## src/rtl/fifo_pkg.sv

```systemverilog
// Shared definitions for the parameterised FIFO: state codes and width helper.
// Latency: n/a (package only).
// Backpressure: n/a (package only).
package fifo_pkg;

    // Last-operation state codes reported on the state output
    typedef enum logic [2:0] {
        ST_IDLE   = 3'd0,
        ST_WRITE  = 3'd1,
        ST_READ   = 3'd2,
        ST_WR_RD  = 3'd3,
        ST_WR_ERR = 3'd4,
        ST_RD_ERR = 3'd5
    } state_e;

    // Ceiling log2 used for pointer and counter widths (elaboration-time only)
    function automatic int clog2(input int n);
        int r;
        r = 0;
        while ((1 << r) < n) begin
            r = r + 1;
        end
        return r;
    endfunction

endpackage

```

## src/rtl/fifo_param_regfile.sv

```systemverilog
// DEPTH x DATA_W storage array with one write port and one asynchronous read port.
// Latency: write lands at the clock edge; read data is combinational from raddr_i.
// Backpressure: none; the caller only raises we_i for accepted writes.
module fifo_param_regfile
    import fifo_pkg::*;
#(
    parameter int DATA_W = 32,
    parameter int DEPTH  = 8
) (
    input  logic                      clk_i,
    input  logic                      we_i,
    input  logic [clog2(DEPTH)-1:0]   waddr_i,
    input  logic [DATA_W-1:0]         wdata_i,
    input  logic [clog2(DEPTH)-1:0]   raddr_i,
    output logic [DATA_W-1:0]         rdata_o
);

    logic [DATA_W-1:0] mem_q [DEPTH];
    logic [DEPTH-1:0]  wsel;

    // One-hot decode of the write address, gated by the write enable
    always_comb begin
        wsel = '0;
        if (we_i) begin
            wsel[waddr_i] = 1'b1;
        end
    end

    // Storage is deliberately not reset; only the selected entry is updated
    always_ff @(posedge clk_i) begin
        for (int i = 0; i < DEPTH; i++) begin
            if (wsel[i]) begin
                mem_q[i] <= wdata_i;
            end
        end
    end

    assign rdata_o = mem_q[raddr_i];

endmodule

```

## src/rtl/fifo_param.sv

```systemverilog
// Synchronous FIFO with ack/err pulses, occupancy flags and last-operation state.
// Latency: rd_data/acks/errs one cycle after the accepting edge; flags track post-edge count.
// Backpressure: writes at full are rejected (wr_err) unless a read is accepted the same edge.
module fifo_param
    import fifo_pkg::*;
#(
    parameter int DATA_W   = 32,
    parameter int DEPTH    = 8,
    parameter int AFULL_TH = DEPTH - 2
) (
    input  logic                      clk,
    input  logic                      reset_n,
    input  logic                      wr_en,
    input  logic [DATA_W-1:0]         wr_data,
    input  logic                      rd_en,
    output logic [DATA_W-1:0]         rd_data,
    output logic                      wr_ack,
    output logic                      wr_err,
    output logic                      rd_ack,
    output logic                      rd_err,
    output logic                      full,
    output logic                      empty,
    output logic                      almost_full,
    output logic [clog2(DEPTH):0]     data_count,
    output logic [2:0]                state
);

    localparam int AW = clog2(DEPTH);
    localparam int CW = AW + 1;

    logic [AW-1:0]     head_q, head_d;
    logic [AW-1:0]     tail_q, tail_d;
    logic [CW-1:0]     count_q, count_d;
    logic [DATA_W-1:0] rd_data_q;
    logic [DATA_W-1:0] rd_word;
    logic              wr_ack_q, wr_err_q, rd_ack_q, rd_err_q;
    logic              rd_ok, wr_ok;
    state_e            state_q, state_d;

    // A read needs data present; a write needs room or a same-edge read freeing a slot
    assign rd_ok = rd_en && (count_q != '0);
    assign wr_ok = wr_en && ((count_q != CW'(DEPTH)) || rd_ok);

    fifo_param_regfile #(
        .DATA_W (DATA_W),
        .DEPTH  (DEPTH)
    ) u_regfile (
        .clk_i   (clk),
        .we_i    (wr_ok && reset_n),
        .waddr_i (head_q),
        .wdata_i (wr_data),
        .raddr_i (tail_q),
        .rdata_o (rd_word)
    );

    // Pointer and occupancy next-state; pointers wrap naturally at power-of-two depth
    always_comb begin
        head_d  = head_q;
        tail_d  = tail_q;
        count_d = count_q;
        if (wr_ok) begin
            head_d = head_q + AW'(1);
        end
        if (rd_ok) begin
            tail_d = tail_q + AW'(1);
        end
        if (wr_ok && !rd_ok) begin
            count_d = count_q + CW'(1);
        end else if (rd_ok && !wr_ok) begin
            count_d = count_q - CW'(1);
        end
    end

    // Datapath registers: pointers, count, read word and single-cycle pulses
    always_ff @(posedge clk) begin
        if (!reset_n) begin
            head_q    <= '0;
            tail_q    <= '0;
            count_q   <= '0;
            rd_data_q <= '0;
            wr_ack_q  <= 1'b0;
            wr_err_q  <= 1'b0;
            rd_ack_q  <= 1'b0;
            rd_err_q  <= 1'b0;
        end else begin
            head_q   <= head_d;
            tail_q   <= tail_d;
            count_q  <= count_d;
            wr_ack_q <= wr_ok;
            wr_err_q <= wr_en && !wr_ok;
            rd_ack_q <= rd_ok;
            rd_err_q <= rd_en && !rd_ok;
            if (rd_ok) begin
                rd_data_q <= rd_word;
            end
        end
    end

    // FSM state register
    always_ff @(posedge clk) begin
        if (!reset_n) begin
            state_q <= ST_IDLE;
        end else begin
            state_q <= state_d;
        end
    end

    // FSM next state from this edge's outcome; a rejected write with an accepted read is READ
    always_comb begin
        state_d = ST_IDLE;
        if (wr_ok && rd_ok) begin
            state_d = ST_WR_RD;
        end else if (wr_ok) begin
            state_d = ST_WRITE;
        end else if (rd_ok) begin
            state_d = ST_READ;
        end else if (wr_en) begin
            state_d = ST_WR_ERR;
        end else if (rd_en) begin
            state_d = ST_RD_ERR;
        end
    end

    // FSM and status outputs
    always_comb begin
        state       = state_q;
        rd_data     = rd_data_q;
        wr_ack      = wr_ack_q;
        wr_err      = wr_err_q;
        rd_ack      = rd_ack_q;
        rd_err      = rd_err_q;
        data_count  = count_q;
        full        = (count_q == CW'(DEPTH));
        empty       = (count_q == '0);
        almost_full = (count_q >= CW'(AFULL_TH));
    end

endmodule

```

## config.mk

```make
export PLATFORM = sky130hd
export DESIGN_NAME = fifo_param
export DESIGN_NICKNAME = d
export VERILOG_FILES = /design/src/rtl/fifo_pkg.sv /design/src/rtl/fifo_param_regfile.sv /design/src/rtl/fifo_param.sv
export SDC_FILE = /design/constraint.sdc
export NUM_CORES = 1
export LEC_CHECK = 0
export ABC_AREA = 0
export BUFFER_PORTS_ARGS = -buffer_cell sky130_fd_sc_hd__buf_2
export CAP_MARGIN = 20
export CORE_AREA = 2 2 165 167
export DETAILED_ROUTE_END_ITERATION = 6
export DIE_AREA = 0 0 167 169
export PLACE_DENSITY_LB_ADDON = 0.15
export SLEW_MARGIN = 20
export SYNTH_ARGS = -nofsm -noshare
export SYNTH_HDL_FRONTEND = slang
export SYNTH_SLANG_ARGS = --single-unit
```

## constraint.sdc

```tcl
create_clock -name clk -period 5.3 [get_ports clk]
set_input_delay 1.06 -clock clk [delete_from_list [all_inputs] [get_ports clk]]
set_output_delay 1.06 -clock clk [all_outputs]
set_load 0.01 [all_outputs]
```

==> results.cfg, run 1 <==
[status]
outcome = complete, no violations

[worst_setup_path]
crit_family = compound AO/OA/AOI/OAI gates
cp_data_arrival_time_ps = 3430
max_stage_delay_ps = 740
cp.buffers_inverters = 3
cp-end-kind = flip-flop
worst_path_max_delay_cell = o41a_2
cp_data_required_time_ps = 5780
rrSetupSlack_ps = 2460
path_cells = buf_2, o41a_2, inv_1, ha_1, inv_1, ha_1, a21oi_1, a211oi_1, a31oi_1, mux2i_1
cp_max_fo = 40
critical_path_class = in -> reg
start_kind = primary input

[synth]
async_reset_ff_share_pct = 0
synth_cell_types = 36
synth-seq-area-share_pct = 76.8
ys_warn_count = 0
synthFlopType = edfxtp_1
syn_nets = 615
synth_area_per_cell_um2 = 19.7
postSynthCellCount = 573
synth_edf_count = 256
ys_ff_latch = 305
syn-cell-area_um2 = 11300

[global_routing]
grt_first_pass_wirelength_um = 34900
grt_pass1_vias = 5900
globalRouteTotalUtil_pct = 16.2
antenna_found_initial = 1
overflow = 0
grt_max_degree = 52

[power]
vdd_drop_max_mv = 0.373
power_density_nw_per_um2 = 479
p_leak_nw = 4.43

[sta]
maxSlewViolCount = 0
finClkSkew_ps = 8.48
rsz0062_at_grt = false
period_needed_ps = 2950
setup_violations = 0
slew_headroom_pct = 29.1
timing.fmax_mhz = 339
timing.final.crit_share_pct = 55.6
tightest_slew_ps = 1060
hold_violations = 0
tns_ps = 0

[detailed_routing]
vias = 5614
routedWlPerCell_um = 22.0
via_per_inst = 5.41
drtAntennaViolNets = 0
first_pass_iters = 5
drtIter0Drc = 393
route.detailed.drc = 0
wl_um = 22800

[final_layout]
final_cell_area_um2 = 13200
ff_latch_area_um2 = 8670
finish.utilization_pct = 49.8
layout-drive-gt1-share_pct = 32.1
diodes = 0
nets = 715
fillers = 2188
multiInputGateArea_um2 = 2460
layout-area-overhead-vs-synth_pct = 17.0

[floorplan]
die-area_um2 = 28200
start_util_pct = 42.6
rows = 60
die_h_um = 169
die_w_um = 167
coreArea_um2 = 26500
ios = 82

[clocking]
clockBufferDepth = 3
htree_levels = 1
clock_sinks = 305
cts_resized = 0
clock_latency_ps = 550
hold_buffers = 0
path_clk_slew_ps = 60
cts_tree = yes
post_cts_buffers = 0
root_buffer = clkbuf_16
cts_buffers = 31

[placed_design]
place_area_um2 = 12100
place_congestion = 0.719
io_buffers = 81
dpl.hpwl_um = 12800

[flow_run]
drv_cap = 0

[hold_path]
hp-class = reg -> reg
[report_power, final]
group / switching, mW / total [mW] / internal, mW
clock network: 0.859 / 2.23 / 1.37
logic: 0.522 / 1.10 / 0.575
registers: 0.233 / 3.00 / 2.77
total: 1.61 / 6.32 / 4.71
[state kept, by name, summed over array words and instances (netlist names)]
register         flops
rd_ack               1
state                3
rd_err               1
data_count           4
head_q               3
u_regfile.mem_q    256
tail_q               3
wr_ack               1
wr_err               1
rd_data             32
[metrics by stage]
step	setup slack [ps]	hold slack, ps	std cells	power [mW]
6_report	2350	510	1038	6.32
5_1_grt	2160	549	1038	6.60
4_1_cts	2330	515	1038	6.41
3_5_place_dp	1750	495	981	4.18
3_3_place_gp	1850	502	979	4.15
2_1_floorplan	1100	493	573	3.81
[cells in the final DEF (no fill, tap or decap), types with 4 or more instances in the layout]
cell type	Yosys	routed
edfxtp_1	256	256
buf_2	8	81
mux4_2	64	64
dfxtp_1	49	47
nor2_1	39	37
o22ai_1	32	32
clkbuf_16	0	31
o21ai_0	28	28
buf_4	7	15
nand2_1	13	13
and2_1	8	8
o21ai_1	7	7
clkbuf_1	11	7
nor3_2	0	6
ha_1	5	5
bufinv_16	0	5
mux2i_1	4	4
clkbuf_8	0	4
clkinv_1	0	4
[worst min-delay path: stages, from the launching register on]
cell and delay (ps):
dfxtp_1 320, o21ai_0 80, nor2_1 80
[cell families after synthesis]
group	after synthesis	share of synthesized area [%]
fa+ha+maj	6	0.732
compound gates	76	3.93
buf+inv	34	1.79
simple gates	80	3.29
mux	68	13.1
xor+xnor	4	0.311
flops	305	76.8
[worst paths after layout]
path                                     from            end  cells after the start
worst max-delay path                    rd_en  data_count[3]                     10
worst min-delay path              rd_data[31]    rd_data[31]                      2
worst max register to register  data_count[1]  data_count[3]                      9
worst min register to register    rd_data[31]    rd_data[31]                      2
[synthesized netlist by cell type (8+ instances only)]
| cell type | number | area, um^2 |
|---|---|---|
| and2_1 | 8 | 50.1 |
| buf_2 | 8 | 40.0 |
| clkbuf_1 | 11 | 41.3 |
| dfxtp_1 | 49 | 981 |
| edfxtp_1 | 256 | 7690 |
| mux4_2 | 64 | 1440 |
| nand2_1 | 13 | 48.8 |
| nor2_1 | 39 | 146 |
| o21ai_0 | 28 | 140 |
| o22ai_1 | 32 | 200 |
[metal layers]
layer | global-route usage (%) | part of all wire (%)
met5 | 0 | 0.053
met1 | 21.1 | 43
met2 | 28.4 | 51
met4 | 4.31 | 1.8
met3 | 2.76 | 4.7
[layout make-up]
cell class	instances	share of cell area (%)
sequential	305	65.7
clock buffer	42	6.49
inverter	3	0.0853
multi-input combinational	234	18.6
tap	341	3.23
timing repair buffer	98	4.34
clock inverter	15	1.54
Power figures use the tool's default switching activity.
==> inputs of run 2 (changes only) <==
- clock period: 5.3 -> 2.8 ns (I/O delays scaled with it)
==> results.cfg, run 2 (synthesized netlist as in run 1, its figures left out) <==
[worst_setup_path]
path_cells = or3_1, o31a_1, ha_1, inv_1, ha_1, a21oi_1, a211oi_1, a31oi_1, mux2i_1
rrSetupSlack_ps = 190
start_kind = flip-flop
cp_max_fo = 7
cp_data_arrival_time_ps = 3080
worst_path_max_delay_cell = or3_1
cp-end-kind = flip-flop
path_common_cell = ha_1
cp_data_required_time_ps = 3280
max_stage_delay_ps = 460
critical_path_class = reg -> reg

[detailed_routing]
first_pass_iters = 4
via_per_inst = 5.36
routedWlPerCell_um = 22.3
vias = 5580
drtAntennaViolNets = 0
wl_um = 23200
route.detailed.drc = 0
drtIter0Drc = 356

[global_routing]
grtUsageMet2_pct = 28.4
globalRouteTotalUtil_pct = 16.7
grt_max_degree = 40
grt_first_pass_wirelength_um = 35600
overflow = 0
top_usage_layer = met2
use_met1_pct = 22.5
grt_pass1_vias = 6027
use_met3_pct = 3.27
antenna_found_initial = 1

[clocking]
cts_resized = 0
cts_buffers = 31
path_clk_slew_ps = 60
clock_sinks = 305
root_buffer = clkbuf_16
htree_levels = 1
cts_tree = yes
clock_latency_ps = 550
clockBufferDepth = 3
hold_buffers = 0
post_cts_buffers = 0

[final_layout]
diodes = 0
final_cell_mix = edfxtp_1 (256), buf_2 (81), mux4_2 (64), dfxtp_1 (47), nor2_1 (37)
ff_latch_area_um2 = 8670
nets = 718
regMostFlops = u_regfile.mem_q
fillers = 2172
final_common_cell = edfxtp_1
finish.utilization_pct = 49.8
largest_reg_flops = 256
layout-drive-gt1-share_pct = 31.7
multiInputGateArea_um2 = 2480
layout-area-overhead-vs-synth_pct = 17.1

[sta]
timing.final.crit_share_pct = 93.1
timing.fmax_mhz = 384
setup_violations = 0
slew_headroom_pct = 64.0
period_needed_ps = 2610
tightest_slew_ps = 540
hold_violations = 0
tns_ps = 0
rsz0062_at_grt = false
finClkSkew_ps = 16.9
maxSlewViolCount = 0

[placed_design]
dpl.hpwl_um = 12500
io_buffers = 81
place_congestion = 0.720

[flow_run]
drv_cap = 0

[floorplan]
coreArea_um2 = 26500
ios = 82
rows = 60
die_w_um = 167
start_util_pct = 42.6
die-area_um2 = 28200
die_h_um = 169

[hold_path]
hp-class = in -> reg

[power]
power_density_nw_per_um2 = 882
vdd_drop_max_mv = 0.501
p_leak_nw = 4.41

[status]
outcome = complete, no violations
## run 2: final timing paths
path | start | to | depth (start not counted)
setup / recovery | data_count[0] | data_count[3] | 9
hold / removal | wr_data[18] | u_regfile.mem_q[4][18] | 1
setup reg to reg | data_count[0] | data_count[3] | 9
hold reg to reg | rd_data[30] | rd_data[30] | 2
## run 2: per-layer routing
layer / part of all wire, % / vias up
met3: 5.8 / 34
met5: 0.056 / -
met4: 1.5 / 2
met2: 49 / 135
li1: - / 2517
met1: 43 / 2892
## run 2: power breakdown
group / switching, mW / total (mW) / internal [mW]
clock network: 1.61 / 3.85 / 2.24
registers: 0.242 / 5.48 / 5.23
logic: 1.16 / 2.32 / 1.16
## run 2: cell type report
type                            instances  share of cell area (%)
Clock buffer                           38                    6.22
Clock inverter                         19                    1.01
Inverter                                3                  0.0853
Multi-Input combinational cell        234                    18.8
Sequential cell                       305                    65.7
Tap cell                              341                    3.23
Timing Repair Buffer                  101                    4.96
## run 2: critical path, delay by kind of cell, from the launching register on
kind,cells,cell delay (ps)
and+or+nand+nor,1,460
AOI/OAI and AO/OA,4,840
buffers and inverters,1,130
muxes,1,190
adders and majority gates,2,540
DFF,1,390
## run 2: metrics by stage
step / instance area, um^2 / std cells / power, mW / hold WS [ps] / worst slack (ps)
after floorplan: 11300 / 573 / 7.22 / 493 / -941
after global placement: 12300 / 984 / 7.91 / 486 / 271
after detailed placement: 12300 / 984 / 7.95 / 494 / 207
after CTS: 13200 / 1041 / 11.8 / 258 / 195
after global routing: 13200 / 1041 / 12.2 / 266 / 20.6
final: 13200 / 1041 / 11.6 / 282 / 194
